`config.mk`:
```
export PLATFORM = sky130hd
export DESIGN_NAME = key_event_decoder
export DESIGN_NICKNAME = d
export VERILOG_FILES = /design/src/rtl/key_pkg.sv /design/src/rtl/key_event_decoder_evt_timer.sv /design/src/rtl/key_event_decoder.sv
export SDC_FILE = /design/constraint.sdc
export NUM_CORES = 1
export LEC_CHECK = 0
export BUFFER_PORTS_ARGS = -buffer_cell sky130_fd_sc_hd__buf_4
export CAP_MARGIN = 20
export CORE_UTILIZATION = 45
export DETAILED_ROUTE_END_ITERATION = 6
export HOLD_SLACK_MARGIN = 0.08
export SYNTH_ARGS = -nofsm -noshare
export SYNTH_HDL_FRONTEND = slang
export SYNTH_SLANG_ARGS = --single-unit
export TNS_END_PERCENT = 5
```
`constraint.sdc`:
```
create_clock -name clk -period 6.65 [get_ports clk]
set_input_delay 0.665 -clock clk [delete_from_list [all_inputs] [get_ports clk]]
set_output_delay 0.665 -clock clk [all_outputs]
set_load 0.01 [all_outputs]
```
`src/rtl/key_pkg.sv`:
```
// Shared definitions for the key event decoder: FSM state encoding and timer width.
package key_pkg;

    localparam int CNT_W = 32;
    localparam logic [CNT_W-1:0] CNT_MAX = '1;

    typedef enum logic [2:0] {
        ST_IDLE   = 3'd0,
        ST_PRESS1 = 3'd1,
        ST_WAIT2  = 3'd2,
        ST_PRESS2 = 3'd3,
        ST_LONG   = 3'd4
    } key_state_t;

endpackage

```
`src/rtl/key_event_decoder_evt_timer.sv`:
```
// Clearable saturating cycle counter that flags when it equals a terminal-count value.
module evt_timer
    import key_pkg::*;
(
    input  logic             clk,
    input  logic             rst_n,
    input  logic             i_clr,
    input  logic [CNT_W-1:0] i_tc,
    output logic             o_hit
);

    logic [CNT_W-1:0] r_cnt;

    always_ff @(posedge clk or negedge rst_n) begin
        if (!rst_n) begin
            r_cnt <= '0;
        end else if (i_clr) begin
            r_cnt <= '0;
        end else if (r_cnt != CNT_MAX) begin
            r_cnt <= r_cnt + 1'b1;
        end
    end

    assign o_hit = (r_cnt == i_tc);

endmodule

```
`src/rtl/key_event_decoder.sv`:
```
// Turns debounced press/release pulses into short, double, long and hold-repeat events.
module key_event_decoder
    import key_pkg::*;
#(
    parameter int unsigned LONG_TIME   = 27_000_000,
    parameter int unsigned DCLICK_GAP  = 8_100_000,
    parameter int unsigned REPEAT_TIME = 5_400_000
) (
    input  logic clk,
    input  logic rst_n,
    input  logic flag_press,
    input  logic flag_release,
    output logic short_click,
    output logic double_click,
    output logic long_press,
    output logic hold_repeat,
    output logic key_down
);

    localparam logic [CNT_W-1:0] TC_LONG   = CNT_W'(LONG_TIME - 1);
    localparam logic [CNT_W-1:0] TC_DCLICK = CNT_W'(DCLICK_GAP - 1);
    localparam logic [CNT_W-1:0] TC_REPEAT = CNT_W'(REPEAT_TIME - 1);

    key_state_t       r_state, w_next;
    logic [CNT_W-1:0] w_tc;
    logic             w_hit, w_clr;
    logic             w_press, w_release;
    logic             w_short, w_double, w_long, w_repeat, w_key_down;
    logic             r_short, r_double, r_long, r_repeat, r_key_down;

    // Simultaneous press and release cancel each other out.
    assign w_press   = flag_press & ~flag_release;
    assign w_release = flag_release & ~flag_press;

    evt_timer u_timer (
        .clk   (clk),
        .rst_n (rst_n),
        .i_clr (w_clr),
        .i_tc  (w_tc),
        .o_hit (w_hit)
    );

    always_comb begin
        w_next   = r_state;
        w_tc     = CNT_MAX;
        w_short  = 1'b0;
        w_double = 1'b0;
        w_long   = 1'b0;
        w_repeat = 1'b0;
        case (r_state)
            ST_IDLE: begin
                if (w_press) w_next = ST_PRESS1;
            end
            ST_PRESS1: begin
                w_tc = TC_LONG;
                if (w_release) begin
                    w_next = ST_WAIT2;
                end else if (w_hit) begin
                    w_next = ST_LONG;
                    w_long = 1'b1;
                end
            end
            ST_WAIT2: begin
                w_tc = TC_DCLICK;
                if (w_press) begin
                    w_next = ST_PRESS2;
                end else if (w_hit) begin
                    w_next  = ST_IDLE;
                    w_short = 1'b1;
                end
            end
            ST_PRESS2: begin
                if (w_release) begin
                    w_next   = ST_IDLE;
                    w_double = 1'b1;
                end
            end
            ST_LONG: begin
                w_tc = TC_REPEAT;
                if (w_release) begin
                    w_next = ST_IDLE;
                end else if (w_hit) begin
                    w_repeat = 1'b1;
                end
            end
            default: w_next = ST_IDLE;
        endcase
        // A repeat pulse restarts the interval just like a state change does.
        w_clr      = (w_next != r_state) || w_repeat;
        w_key_down = (w_next == ST_PRESS1) || (w_next == ST_PRESS2) || (w_next == ST_LONG);
    end

    always_ff @(posedge clk or negedge rst_n) begin
        if (!rst_n) begin
            r_state    <= ST_IDLE;
            r_short    <= 1'b0;
            r_double   <= 1'b0;
            r_long     <= 1'b0;
            r_repeat   <= 1'b0;
            r_key_down <= 1'b0;
        end else begin
            r_state    <= w_next;
            r_short    <= w_short;
            r_double   <= w_double;
            r_long     <= w_long;
            r_repeat   <= w_repeat;
            r_key_down <= w_key_down;
        end
    end

    assign short_click  = r_short;
    assign double_click = r_double;
    assign long_press   = r_long;
    assign hold_repeat  = r_repeat;
    assign key_down     = r_key_down;

endmodule

```
## Yosys cells after proc, flatten, opt, wreduce, memory -nomap -nowiden

Cells that the tools add are included.

- Shift operators: 0
- $add $sub $neg: 1
- $lt $le $gt $ge: 0
- Multipliers: 0
- Equal/unequal tests: 10
- Reductions and logical operators: 6
- Div/mod/pow operators: 0
- Multiplexer cells: 18
- Bitwise operators: 4

Operators by type and width:

| cell | count |
|---|---|
| $pmux W32 S3 | 1 |
| $mux W32 | 2 |
| $add A32 B1 Y32 const B | 1 |
| $eq A32 B32 Y1 | 1 |
| $ne A32 B32 Y1 const B | 1 |
| $mux W3 | 6 |
| $pmux W3 S4 | 1 |
| $eq A3 B2 Y1 const B | 3 |
| $mux W1 | 8 |
| $eq A3 B1 Y1 const B | 2 |
| $eq A3 B3 Y1 const B | 2 |
| $logic_not A3 Y1 | 1 |
| $logic_or A1 B1 Y1 | 3 |
| $ne A3 B3 Y1 | 1 |
| $and A1 B1 Y1 | 2 |
| $not A1 Y1 | 2 |
| $reduce_bool A2 Y1 | 1 |
| $reduce_or A2 Y1 | 1 |

- Bits in registers: 40
- Memory bits (read-only): 0
- RAM bits: 0
- Memories kept: 0
- Bits of input ports: 4
- Bits in latches: 0

## Logic depth before layout (Yosys ltp)

Gate-level depths: netlist of run 1.

- Depth in word-level cells: 9
- Depth in mapped cells: 8
- Gate-level depth less buffers: 7

## Hierarchy

From an unflattened synthesis of run 1, not the netlist that was laid out.

- Cell total of the unflattened synthesis: 326
- Area total of the unflattened synthesis: 2,841.5 um^2

By module, submodules not included:

| module | instances | area an instance (um^2) | cells each | seq. area each (um^2) |
|---|---|---|---|---|
| evt_timer | 1 | 2,352.3 | 271 | 800.8 |
| key_event_decoder | 1 | 489.2 | 55 | 200.2 |

## Worst setup path after synthesis of run 1

No wires, ideal clock.

- Path type: reg2reg
- Start: register u_timer.r_cnt[0]
- End: register u_timer.r_cnt[6]
- Cell stages (with the launch flop): 9
- Path buffers: 1
- Path slack: 4.532 ns
- Data arrival time: 1.986 ns
- Period minus slack after synthesis: 2.118 ns
- Library setup time: 0.132 ns
- Required time: 6.518 ns
- Path through: dfrtp_1 ha_1 nand4_1 or3_1 nor3_2 buf_2 nand3b_1 xor2_1 nor2_1

- Cells in the longest elaborated chain, start to end: 7

RTL lines:

| what | line | source |
|---|---|---|
| from (decl) | key_event_decoder_evt_timer.sv:12 | `logic [CNT_W-1:0] r_cnt;` |
| from (signal assigned) | key_event_decoder_evt_timer.sv:20 | `r_cnt <= r_cnt + 1'b1;` |
| $eq A32 B32 Y1 | key_event_decoder_evt_timer.sv:24 | `assign o_hit = (r_cnt == i_tc);` |
| $mux W3, on equally long branches | key_event_decoder.sv:67, key_event_decoder.sv:58 |  |
| $mux W3, on equally long branches | key_event_decoder.sv:65, key_event_decoder.sv:56 |  |
| $pmux W3 S4 | key_event_decoder.sv:50 | `case (r_state)` |
| $ne A3 B3 Y1 | key_event_decoder.sv:89 | `w_clr = (w_next != r_state) \|\| w_repeat;` |
| $logic_or A1 B1 Y1 | key_event_decoder.sv:89 |  |
| $mux W32 / $reduce_bool A2 Y1 (equally long branches) | -- |  |

Several ways; a longest one is shown, not always the timed one. The select of a mux whose other input is x is not followed.
A chain may end at the register's enable or synchronous reset.

## Final worst setup path of run 1

- Start: register r_state[0]
- End: register u_timer.r_cnt[24]

- Cells in the longest elaborated chain, start to end: 9

RTL lines:

| what | line | source |
|---|---|---|
| from (decl) | key_event_decoder.sv:24 | `key_state_t r_state, w_next;` |
| from (signal assigned) | key_event_decoder.sv:102 | `r_state <= w_next;` |
| $eq A3 B3 Y1, or another cell as far along | key_event_decoder.sv:50 |  |
| $pmux W32 S3 | key_event_decoder.sv:50 |  |
| $eq A32 B32 Y1 | key_event_decoder_evt_timer.sv:24 |  |
| $mux W3, on equally long branches | key_event_decoder.sv:67, key_event_decoder.sv:58 |  |
| $mux W3, on equally long branches | key_event_decoder.sv:65, key_event_decoder.sv:56 |  |
| $pmux W3 S4 | key_event_decoder.sv:50 |  |
| $ne A3 B3 Y1 | key_event_decoder.sv:89 |  |
| $logic_or A1 B1 Y1 (*) | key_event_decoder.sv:89 |  |
| $mux W32 / $reduce_bool A2 Y1 (equally long branches) | -- |  |

Mark *: on every way between the ends. The rest lies on a longest branch, timed or not.

==> results of run 1 <==
## state kept, by name (all words and copies together), names as in the netlist
register	cells
u_timer.r_cnt	32
short_click	1
r_state	3
double_click	1
long_press	1
key_down	1
hold_repeat	1
## power by group
group          switching (uW)  internal [uW]
combinational            64.0           47.5
sequential               27.0            259
clock                    83.5           82.8
## cells by family (layout without fill, tap and decap cells)
group | count (synthesis) | after routing
AO/OA/AOI/OAI | 36 | 36
XOR/XNOR | 27 | 27
adder cells (fa/ha/maj) | 1 | 1
buffers and inverters | 18 | 22
flip-flops | 40 | 40
multiplexers | 2 | 2
AND/OR/NAND/NOR | 147 | 147
## critical path, delay by kind of cell (launching register included)
| kind | cells | cell delay [ns] |
|---|---|---|
| AO/OA/AOI/OAI | 4 | 1.30 |
| flip-flops | 1 | 0.59 |
| AND/OR/NAND/NOR | 2 | 0.75 |
## worst max path at each step
stage,depth (start not counted),end,from,slack [ns]
after floorplan,8,u_timer.r_cnt[6],u_timer.r_cnt[0],4.53
after global placement,6,u_timer.r_cnt[24],r_state[0],3.90
after detailed placement,6,u_timer.r_cnt[24],r_state[0],3.91
after CTS,6,u_timer.r_cnt[24],r_state[0],3.89
after global routing,6,u_timer.r_cnt[24],r_state[0],3.57
final,6,u_timer.r_cnt[24],r_state[0],3.87
## cell type report
type	instances	area share, %
multi-input cells	213	51.4
flip-flops and latches	40	38.5
well taps	70	3.37
clock buffers	6	3.17
repair buffers	8	2.31
inverters	6	0.866
clock inverters	2	0.385
## through the flow
step                std cells  util (%)  hold slack, ns  setup WS [ns]  total power, uW
finish                    345      50.6           0.344           3.87              564
global route              345      50.6           0.383           3.57              601
CTS                       345      50.6           0.365           3.89              569
detailed placement        337      48.8           0.552           3.91              401
global placement          337      48.8           0.539           3.90              403
floorplan                 271         -           0.369           4.53              373
## layer usage
metal,GRT usage (%),wire length (um),vias up
li1,-,-,981
met1,28.3,2470,954
met2,32.2,2520,43
met3,4.42,250,6
met4,6.38,65,0
met5,0,0,-
## synthesized netlist by cell type, types with 3 or more instances
| cell | number |
|---|---|
| a211oi_1 | 3 |
| a21oi_1 | 5 |
| and3_1 | 4 |
| clkbuf_1 | 10 |
| dfrtp_1 | 40 |
| inv_1 | 6 |
| nand2_1 | 18 |
| nand2b_1 | 7 |
| nand3_1 | 19 |
| nand4_1 | 6 |
| nor2_1 | 44 |
| nor2b_1 | 3 |
| nor3_1 | 15 |
| nor4_1 | 8 |
| nor4b_1 | 3 |
| o21ai_0 | 7 |
| or3_1 | 5 |
| xnor2_1 | 17 |
| xor2_1 | 10 |
==> results.toml, run 1 <==
[status]
status = "finished, final reports clean"

[drt]
vias = 1984
drtPass1Iterations = 4
wl_per_cell_um = 15.4
drtIter0Drc = 147
wl_um = 5300
postRouteAntennaNets = 0
via_per_inst = 5.75
drc = 0

[clock_tree]
cts_setup_buffers = 0
clockBufferDepth = 2
htree_levels = 2
cts_hold_buf = 0
cts-root-buf = "clkbuf_8"
cts_buffers = 5
post_cts_resized = 0
clock-sinks = 40
clock_latency_ns = 0.29
cts_tree = "built"
clk_pin_slew_ns = 0.07

[placement]
port_buffers = 8
placed_area_mm2 = 0.00251
gp_congestion = 0.801
hpwlAfterDp_um = 3740

[synth]
synth_nets = 276
yosysTopAreaCell = "dfrtp_1"
yosys_warnings = 0
synth_top_family_by_area = "simple AND/OR/NAND/NOR gates"
synth_compound_area_share_pct = 11.8
seq_area_frac_synth_pct = 41.6
ys.flop_type = "dfrtp_1"
synthMuxAreaShare_pct = 0.831
synth-xor-area-share_pct = 9.82
synth_adder_area_share_pct = 0.519
synth-edff-count = 0
synth_area_mm2 = 0.00241
synthArstFlopShare_pct = 100
synth_top_area_share_pct = 41.6
synthCells = 271
avgSynthCellArea_um2 = 8.89
ys_seq_elements = 40
synthTopCellsByArea = "dfrtp_1 (42%), nor2_1 (6.9%), xnor2_1 (6.2%), nand3_1 (3.9%), xor2_1 (3.6%)"
ys_types = 51
synth-simple-area-share_pct = 32.5

[global_route]
grt_max_degree = 41
grtUsageTotal_pct = 20.5
antenna_found_initial = 0
grt_pass1_vias = 1750
grt_pass1_wl_um = 8710
grt_overflow_total = 0

[timing]
setup_viol = 0
slew_violations = 0
fin_crit_ns = 2.78
clock.fmax_ghz = 0.359
fin_skew_ns = 0.00513
fin_crit_sh_pct = 41.9
relSlewSlack_pct = 42.8
tightest_slew_ns = 0.854
grt_setup_unrepaired = "no"
tns_ns = 0
report.final.hold_viol_count = 0

[finish]
diodes = 0
drive_above_1_share_pct = 9.45
nets = 279
area_growth_pct = 8.00
register_area_mm2 = 0.00100
fillCellCount = 512
final_common_cell = "nor2_1"
fin_area_mm2 = 0.00260
final_cell_mix = "nor2_1 (44), dfrtp_1 (40), nand3_1 (19)"
multiInputGateArea_mm2 = 0.00134

[die]
initial_core_util_pct = 46.9
die-area_mm2 = 0.00565
core_region_area_mm2 = 0.00514
io_pins = 9
die_w_um = 75.2
dieHeight_um = 75.2
rows = 26

[power_and_ir_drop]
peakVddDrop_uv = 111
power.density_mw_per_mm2 = 217
p_leak_uw = 0.00103

[critical_path]
cp-start-kind = "flip-flop"
worstPathArrival_ns = 2.93
crit_path_top_delay_cell = "nor3b_1"
worstPathRequired_ns = 6.80
worst-r2r-cell-count = 6
worst-path-max-fanout = 21
worstReg2RegStart = "r_state[0]"
end_kind = "flip-flop"
crit_chain = "nor3b_1, o21ai_0, a22oi_1, o2111a_1, a21o_1, nor3_1"
rrSetupSlack_ns = 3.87
critPathKind = "flip-flop to flip-flop"
worstReg2RegEnd = "u_timer.r_cnt[24]"
max_stage_delay_ns = 0.61

[job]
max-cap-violations = 0

[worst_hold_path]
min_path_type = "input port to async pin"
Power figures use the tool's default switching activity.
==> run 2: changes to the inputs <==
--- a/config.mk
+++ b/config.mk
@@ -5,6 +5,7 @@
 export SDC_FILE = /design/constraint.sdc
 export NUM_CORES = 1
 export LEC_CHECK = 0
+export ABC_AREA = 1
 export BUFFER_PORTS_ARGS = -buffer_cell sky130_fd_sc_hd__buf_4
 export CAP_MARGIN = 20
 export CORE_UTILIZATION = 45
==> constraint.sdc (replaced) <==
create_clock -name clk -period 2.5 [get_ports clk]
set_input_delay 0.25 -clock clk [delete_from_list [all_inputs] [get_ports clk]]
set_output_delay 0.25 -clock clk [all_outputs]
set_load 0.01 [all_outputs]
==> run 2 against run 1 <==
  * Sequential share of layout area down 3.7 points
  * Hold slack got worse by 0.084 ns
  * Clock power increased to 2.7 times the previous value
  * First-iteration DRC count is 18% higher
  * Die area up 8.6%
  * Largest cell class unchanged
  * Largest power group is now combinational logic
==> results.toml, run 2 <==
[synth]
synth_area_mm2 = 0.00262
ys_types = 30
yosysTopAreaCell = "dfrtp_1"
synthCells = 383
seq_area_frac_synth_pct = 38.2
ys_seq_elements = 40
yosys_warnings = 0
synthTopCellsByArea = "dfrtp_1 (38%), nand2_1 (12%), nor2_1 (11%), inv_1 (8.3%), nand3_1 (5.3%)"
synthTopCellsByCount = "nand2_1 (84), nor2_1 (75), inv_1 (58), dfrtp_1 (40), nand3_1 (28)"
avgSynthCellArea_um2 = 6.85
ys.flop_type = "dfrtp_1"
synth-edff-count = 0
synth.most_common_cell = "nand2_1"
synth_top_area_share_pct = 38.2
synthArstFlopShare_pct = 100
synth_nets = 388

[clock_tree]
clockBufferDepth = 2
cts_setup_buffers = 0
cts_tree = "built"
cts-root-buf = "clkbuf_8"
clk_pin_slew_ns = 0.08
htree_levels = 2
cts_buffers = 5
clock-sinks = 40
clock_latency_ns = 0.29

[power_and_ir_drop]
p_clk_share_pct = 23.0
peakVddDrop_uv = 587
pwr-share-comb_pct = 38.6
switching_share_pct = 42.5
p_sw_uw = 837
finalPower_uw = 1970
p_int_uw = 1130
p_leak_uw = 0.00130
power_frac_seq_pct = 38.5
power.density_mw_per_mm2 = 684

[drt]
vias = 2436
wl_um = 6480
drc = 0
drtPass1Iterations = 4
postRouteAntennaNets = 0
drtIter0Drc = 173
via_per_inst = 5.19
wl_per_cell_um = 13.8

[critical_path]
crit_path_top_delay_cell = "dfrtp_1"
critPathKind = "flip-flop to flip-flop"
worstPathRequired_ns = 2.68
cpMostUsedCell = "nand2_1"
worstPathArrival_ns = 2.45
end_kind = "flip-flop"
crit_chain = "ha_1, nand2_1, nor2_4, nand2_1, nor2_1, nand2_1, nor2_1, nand3_1, nor2_2, nand2_2, nand2_1, nand2_1, nand2_1, nor2_4, nand2_8, nor2_1"
path_buf_inv = 0
cp-start-kind = "flip-flop"
worst-path-max-fanout = 16
max_stage_delay_ns = 0.41
crit_family = "simple AND/OR/NAND/NOR gates"

[timing]
tightest_slew_ns = 0.522
grt_setup_unrepaired = "no"
clock.fmax_ghz = 0.440
relSlewSlack_pct = 64.9
setup_viol = 0
tns_ns = 0
fin_ws_ns = 0.227
fin_crit_ns = 2.27
slew_violations = 0
fin_crit_sh_pct = 90.9
report.final.hold_viol_count = 0
fin_skew_ns = 0.00509

[placement]
gp_congestion = 0.958
place_ws_ns = 0.0714
hpwlAfterDp_um = 4720
port_buffers = 8
placed_area_mm2 = 0.00273

[finish]
area_growth_pct = 9.73
fillCellCount = 569
top_regs = "u_timer.r_cnt: 32 flops, r_state: 3 flops"
register_area_mm2 = 0.00100
top_register = "u_timer.r_cnt"
largest_register_ffs = 32
fin_util_pct = 51.6
nets = 401
drive_above_1_share_pct = 10.3
diodes = 0
final_common_cell = "nand2_1"
fin_area_mm2 = 0.00288
multiInputGateArea_mm2 = 0.00138
final_cell_mix = "nand2_1 (83), nor2_1 (74), inv_1 (58)"

[global_route]
grtUsageTotal_pct = 22.4
grt_pass1_vias = 2246
antenna_found_initial = 0
grt_overflow_total = 0
grt_max_degree = 41
grt_pass1_wl_um = 10600

[job]
max-cap-violations = 0

[die]
initial_core_util_pct = 47.0
die_w_um = 78.3
io_pins = 9
core_region_area_mm2 = 0.00557
rows = 27
dieHeight_um = 78.3
die-area_mm2 = 0.00614

[status]
status = "finished, final reports clean"

[worst_hold_path]
min_path_type = "input port to flip-flop"
-- run 2: cell count changes after synthesis, sizes merged, moves of 4 or more --
cell / change
buf: +4
clkbuf: -10
inv: +55
nand2: +72
nand2b: -7
nand3: +12
nand4: +7
nor2: +38
nor4b: -4
o21ai: +11
or3: -5
xnor2: -15
-- run 2: power by group through the flow --
stage                     combinational [uW]  clock, uW  sequential [uW]
after floorplan                          615          0              725
after global placement                   616          0              766
after detailed placement                 621          0              771
after CTS                                625        467              758
after global routing                     828        495              763
final                                    759        452              757
-- run 2: what timing repair did --
item / 4_1_cts / 5_1_grt
endpoints found under the setup margin: 0 / 31
gates resized for setup: 0 / 6
hold buffers: 1 / 0
hold endpoints to repair: 40 / 0
-- run 2: cell type report --
type,instances,area share (%)
multi-input combinational,277,48.0
inverter,61,7.96
timing repair buffer,11,2.96
sequential,40,34.8
clock buffer,8,3.13
tap,72,3.13
-- run 2: per-stage QoR --
stage	cells	hold WS, ns
after global routing	469	0.291
after CTS	468	0.252
after detailed placement	459	0.259
after floorplan	383	-0.0456
after global placement	459	0.256
final	469	0.260
-- run 2: path summary, 6_finish.rpt --
check	start	endpoint	slack, ns	depth (start not counted)
max reg2reg	u_timer.r_cnt[0]	u_timer.r_cnt[6]	0.23	16
min in group asynchronous	rst_n	r_state[0]	0.46	2
max in group asynchronous	rst_n	u_timer.r_cnt[17]	1.68	2
min reg2reg	u_timer.r_cnt[30]	u_timer.r_cnt[30]	0.58	3
max	u_timer.r_cnt[0]	u_timer.r_cnt[6]	0.23	16
min	flag_press	double_click	0.26	4
-- run 2: kinds of logic (layout without fill, tap and decap cells) --
logic type	Yosys count	count (layout)	synth area share, %
buffers and inverters	67	80	10.8
adder cells (fa/ha/maj)	1	1	0.477
AND/OR/NAND/NOR	239	240	41.6
AO/OA/AOI/OAI	24	24	4.96
flip-flops	40	40	38.2
XOR/XNOR	12	12	4.01
-- run 2: routing by layer --
metal	track usage [%]	wire length, um	up-vias
met2	36.4	3050	47
met5	0	0	-
met4	6.85	84	0
met1	30.5	3130	1145
met3	3.49	218	7
li1	-	-	1237
-- run 2: tightest hold or removal path: stages --
cell and delay (ns):
buf_4 0.08, nor2_1 0.08, inv_1 0.08, nor2_1 0.04
==> run 3: changes to the inputs <==
--- a/config.mk
+++ b/config.mk
@@ -11,6 +11,8 @@
 export CORE_UTILIZATION = 45
 export DETAILED_ROUTE_END_ITERATION = 6
 export HOLD_SLACK_MARGIN = 0.08
+export PLACE_DENSITY = 0.64
+export SKIP_CTS_REPAIR_TIMING = 1
 export SYNTH_ARGS = -nofsm -noshare
 export SYNTH_HDL_FRONTEND = slang
 export SYNTH_SLANG_ARGS = --single-unit
==> constraint.sdc (replaced) <==
create_clock -name clk -period 2.25 [get_ports clk]
set_input_delay 0.225 -clock clk [delete_from_list [all_inputs] [get_ports clk]]
set_output_delay 0.225 -clock clk [all_outputs]
set_load 0.01 [all_outputs]
==> run 3 against run 2 <==
  * Global-route usage up 0.86 points
  * Largest power group unchanged
  * Sequential share of layout area shrank 3.9 points
  * Largest cell class unchanged
  * Routed wire length is 9.5% higher
  * Register-to-register slack got worse by 0.21 ns
  * Critical endpoint is now u_timer.r_cnt[15]
  * Sequential cell count stayed put
  * Worst setup slack worse by 0.21 ns
  * First-iteration DRC count rose by 45%
  * Die area did not move
  * Count of clock-buffer cells in the layout fell by 2
  * Highest routed layer unchanged
==> results.toml, run 3 (synthesis results as in run 2) <==
[finish]
area_growth_pct = 24.2
largest_register_ffs = 32
fillCellCount = 544
top_regs = "u_timer.r_cnt: 32 flops, r_state: 3 flops"
final_cell_mix = "nand2_1 (79), inv_1 (58), nor2_1 (50)"
diodes = 0
drive_above_1_share_pct = 24.6
top_register = "u_timer.r_cnt"
register_area_mm2 = 0.00100
fin_area_mm2 = 0.00326
final_common_cell = "nand2_1"
multiInputGateArea_mm2 = 0.00148
nets = 426

[timing]
whs_ns = 0.240
fin_skew_ns = 0.00688
slew_violations = 0
relSlewSlack_pct = 66.8
report.final.hold_viol_count = 0
grt_setup_unrepaired = "yes"
setup_viol = 0
tightest_slew_ns = 0.493
clock.fmax_ghz = 0.449
fin_crit_sh_pct = 99.1
fin_crit_ns = 2.23

[critical_path]
end_kind = "flip-flop"
startpoint = "u_timer.r_cnt[1]"
critPathKind = "flip-flop to flip-flop"
worst-r2r-cell-count = 14
worstPathArrival_ns = 2.47
rrSetupSlack_ns = 0.02
worst-path-max-fanout = 6
worstPathRequired_ns = 2.49
worstReg2RegEnd = "u_timer.r_cnt[15]"
cp-start-kind = "flip-flop"
worstReg2RegStart = "u_timer.r_cnt[1]"

[job]
max-cap-violations = 0

[drt]
drc = 0
vias = 2635
drtIter0Drc = 251
wl_per_cell_um = 14.4
wl_um = 7100
via_per_inst = 5.33
dr_wl_met3_um = 486
met1Wirelength_um = 3050
drtPass1Iterations = 5
highest_layer = "met4"
wl_met2_um = 3480
postRouteAntennaNets = 0

[global_route]
grt_pass1_vias = 2316
grtUsageTotal_pct = 23.2
grt_max_degree = 41
grt_overflow_total = 0
grt_pass1_wl_um = 11000
antenna_found_initial = 0

[clock_tree]
clk_pin_slew_ns = 0.08
htree_levels = 2
clockBufferDepth = 2
cts_buffers = 5
cts_tree = "built"
clock_latency_ns = 0.30
clock-sinks = 40
cts-root-buf = "clkbuf_8"

[worst_hold_path]
hold-path-cell-count = 4
hold_path_end = "double_click"
hold_start = "flag_press"
min_path_type = "input port to flip-flop"

[placement]
port_buffers = 8
hpwlAfterDp_um = 4910
gp_congestion = 0.957
placed_area_mm2 = 0.00289

[die]
core_region_area_mm2 = 0.00557
die-area_mm2 = 0.00614
rows = 27
initial_core_util_pct = 47.0
die_w_um = 78.3
dieHeight_um = 78.3
io_pins = 9

[power_and_ir_drop]
peakVddDrop_uv = 511
p_leak_uw = 0.00146
power.density_mw_per_mm2 = 846

[status]
status = "finished, final reports clean"
run 3: cell count changes in the layout (fill, tap and decap cells not counted), sizes merged:
cell,delta
buf,+23
clkbuf,+1
clkinv,+2
nand2,-1
run 3: layout make-up:
type                       count  share of cell area [%]
clock buffer                   6                    2.54
clock inverter                 2                   0.307
inverter                      61                    7.11
multi-input combinational    276                    45.3
sequential                    40                    30.8
tap                           72                    2.77
timing repair buffer          37                    11.1
run 3: report_power, final:
group / switching [uW] / leakage, uW / internal, uW
Combinational: 769 / 0.000859 / 636
Clock: 263 / 0.0000510 / 245
Sequential: 73.9 / 0.000548 / 770
run 3: per-layer routing:
| metal | up-vias | global-route usage (%) |
|---|---|---|
| met3 | 8 | 4.07 |
| met1 | 1232 | 32.4 |
| met2 | 110 | 37.1 |
| met5 | - | 0 |
| met4 | 0 | 6.30 |
| li1 | 1285 | - |
run 3: metrics by stage:
step	util (%)	TNS, ns	power (uW)	worst slack (ns)	cells
6_report	58.4	0	2760	0.0209	494
4_1_cts	53.6	-0.0282	2230	-0.0112	485
3_3_place_gp	51.9	0	1700	0.0844	477
3_5_place_dp	51.9	0	1720	0.00350	477
5_1_grt	58.4	-2.67	2910	-0.125	494
2_1_floorplan	-	0	1490	0.269	383
run 3: worst max-delay path: stages (launching register included):
cell,delay (ns)
dfrtp_1,0.36
ha_2,0.20
nand2_2,0.07
nor2_4,0.14
nand2_2,0.07
nor2_2,0.08
nand2_1,0.06
nor2_1,0.13
nand3_2,0.16
o21ai_4,0.21
nand4_1,0.17
nand2_4,0.13
nand2_8,0.10
clkbuf_16,0.18
nor2_2,0.09
run 3: worst max-delay path by stage:
stage	end	slack (ns)	cells past startpoint
after detailed placement	u_timer.r_cnt[13]	0.004	15
after floorplan	u_timer.r_cnt[15]	0.27	17
after global placement	u_timer.r_cnt[12]	0.08	17
after global routing	u_timer.r_cnt[23]	-0.13	14
after CTS	u_timer.r_cnt[13]	-0.01	15
final	u_timer.r_cnt[15]	0.02	14
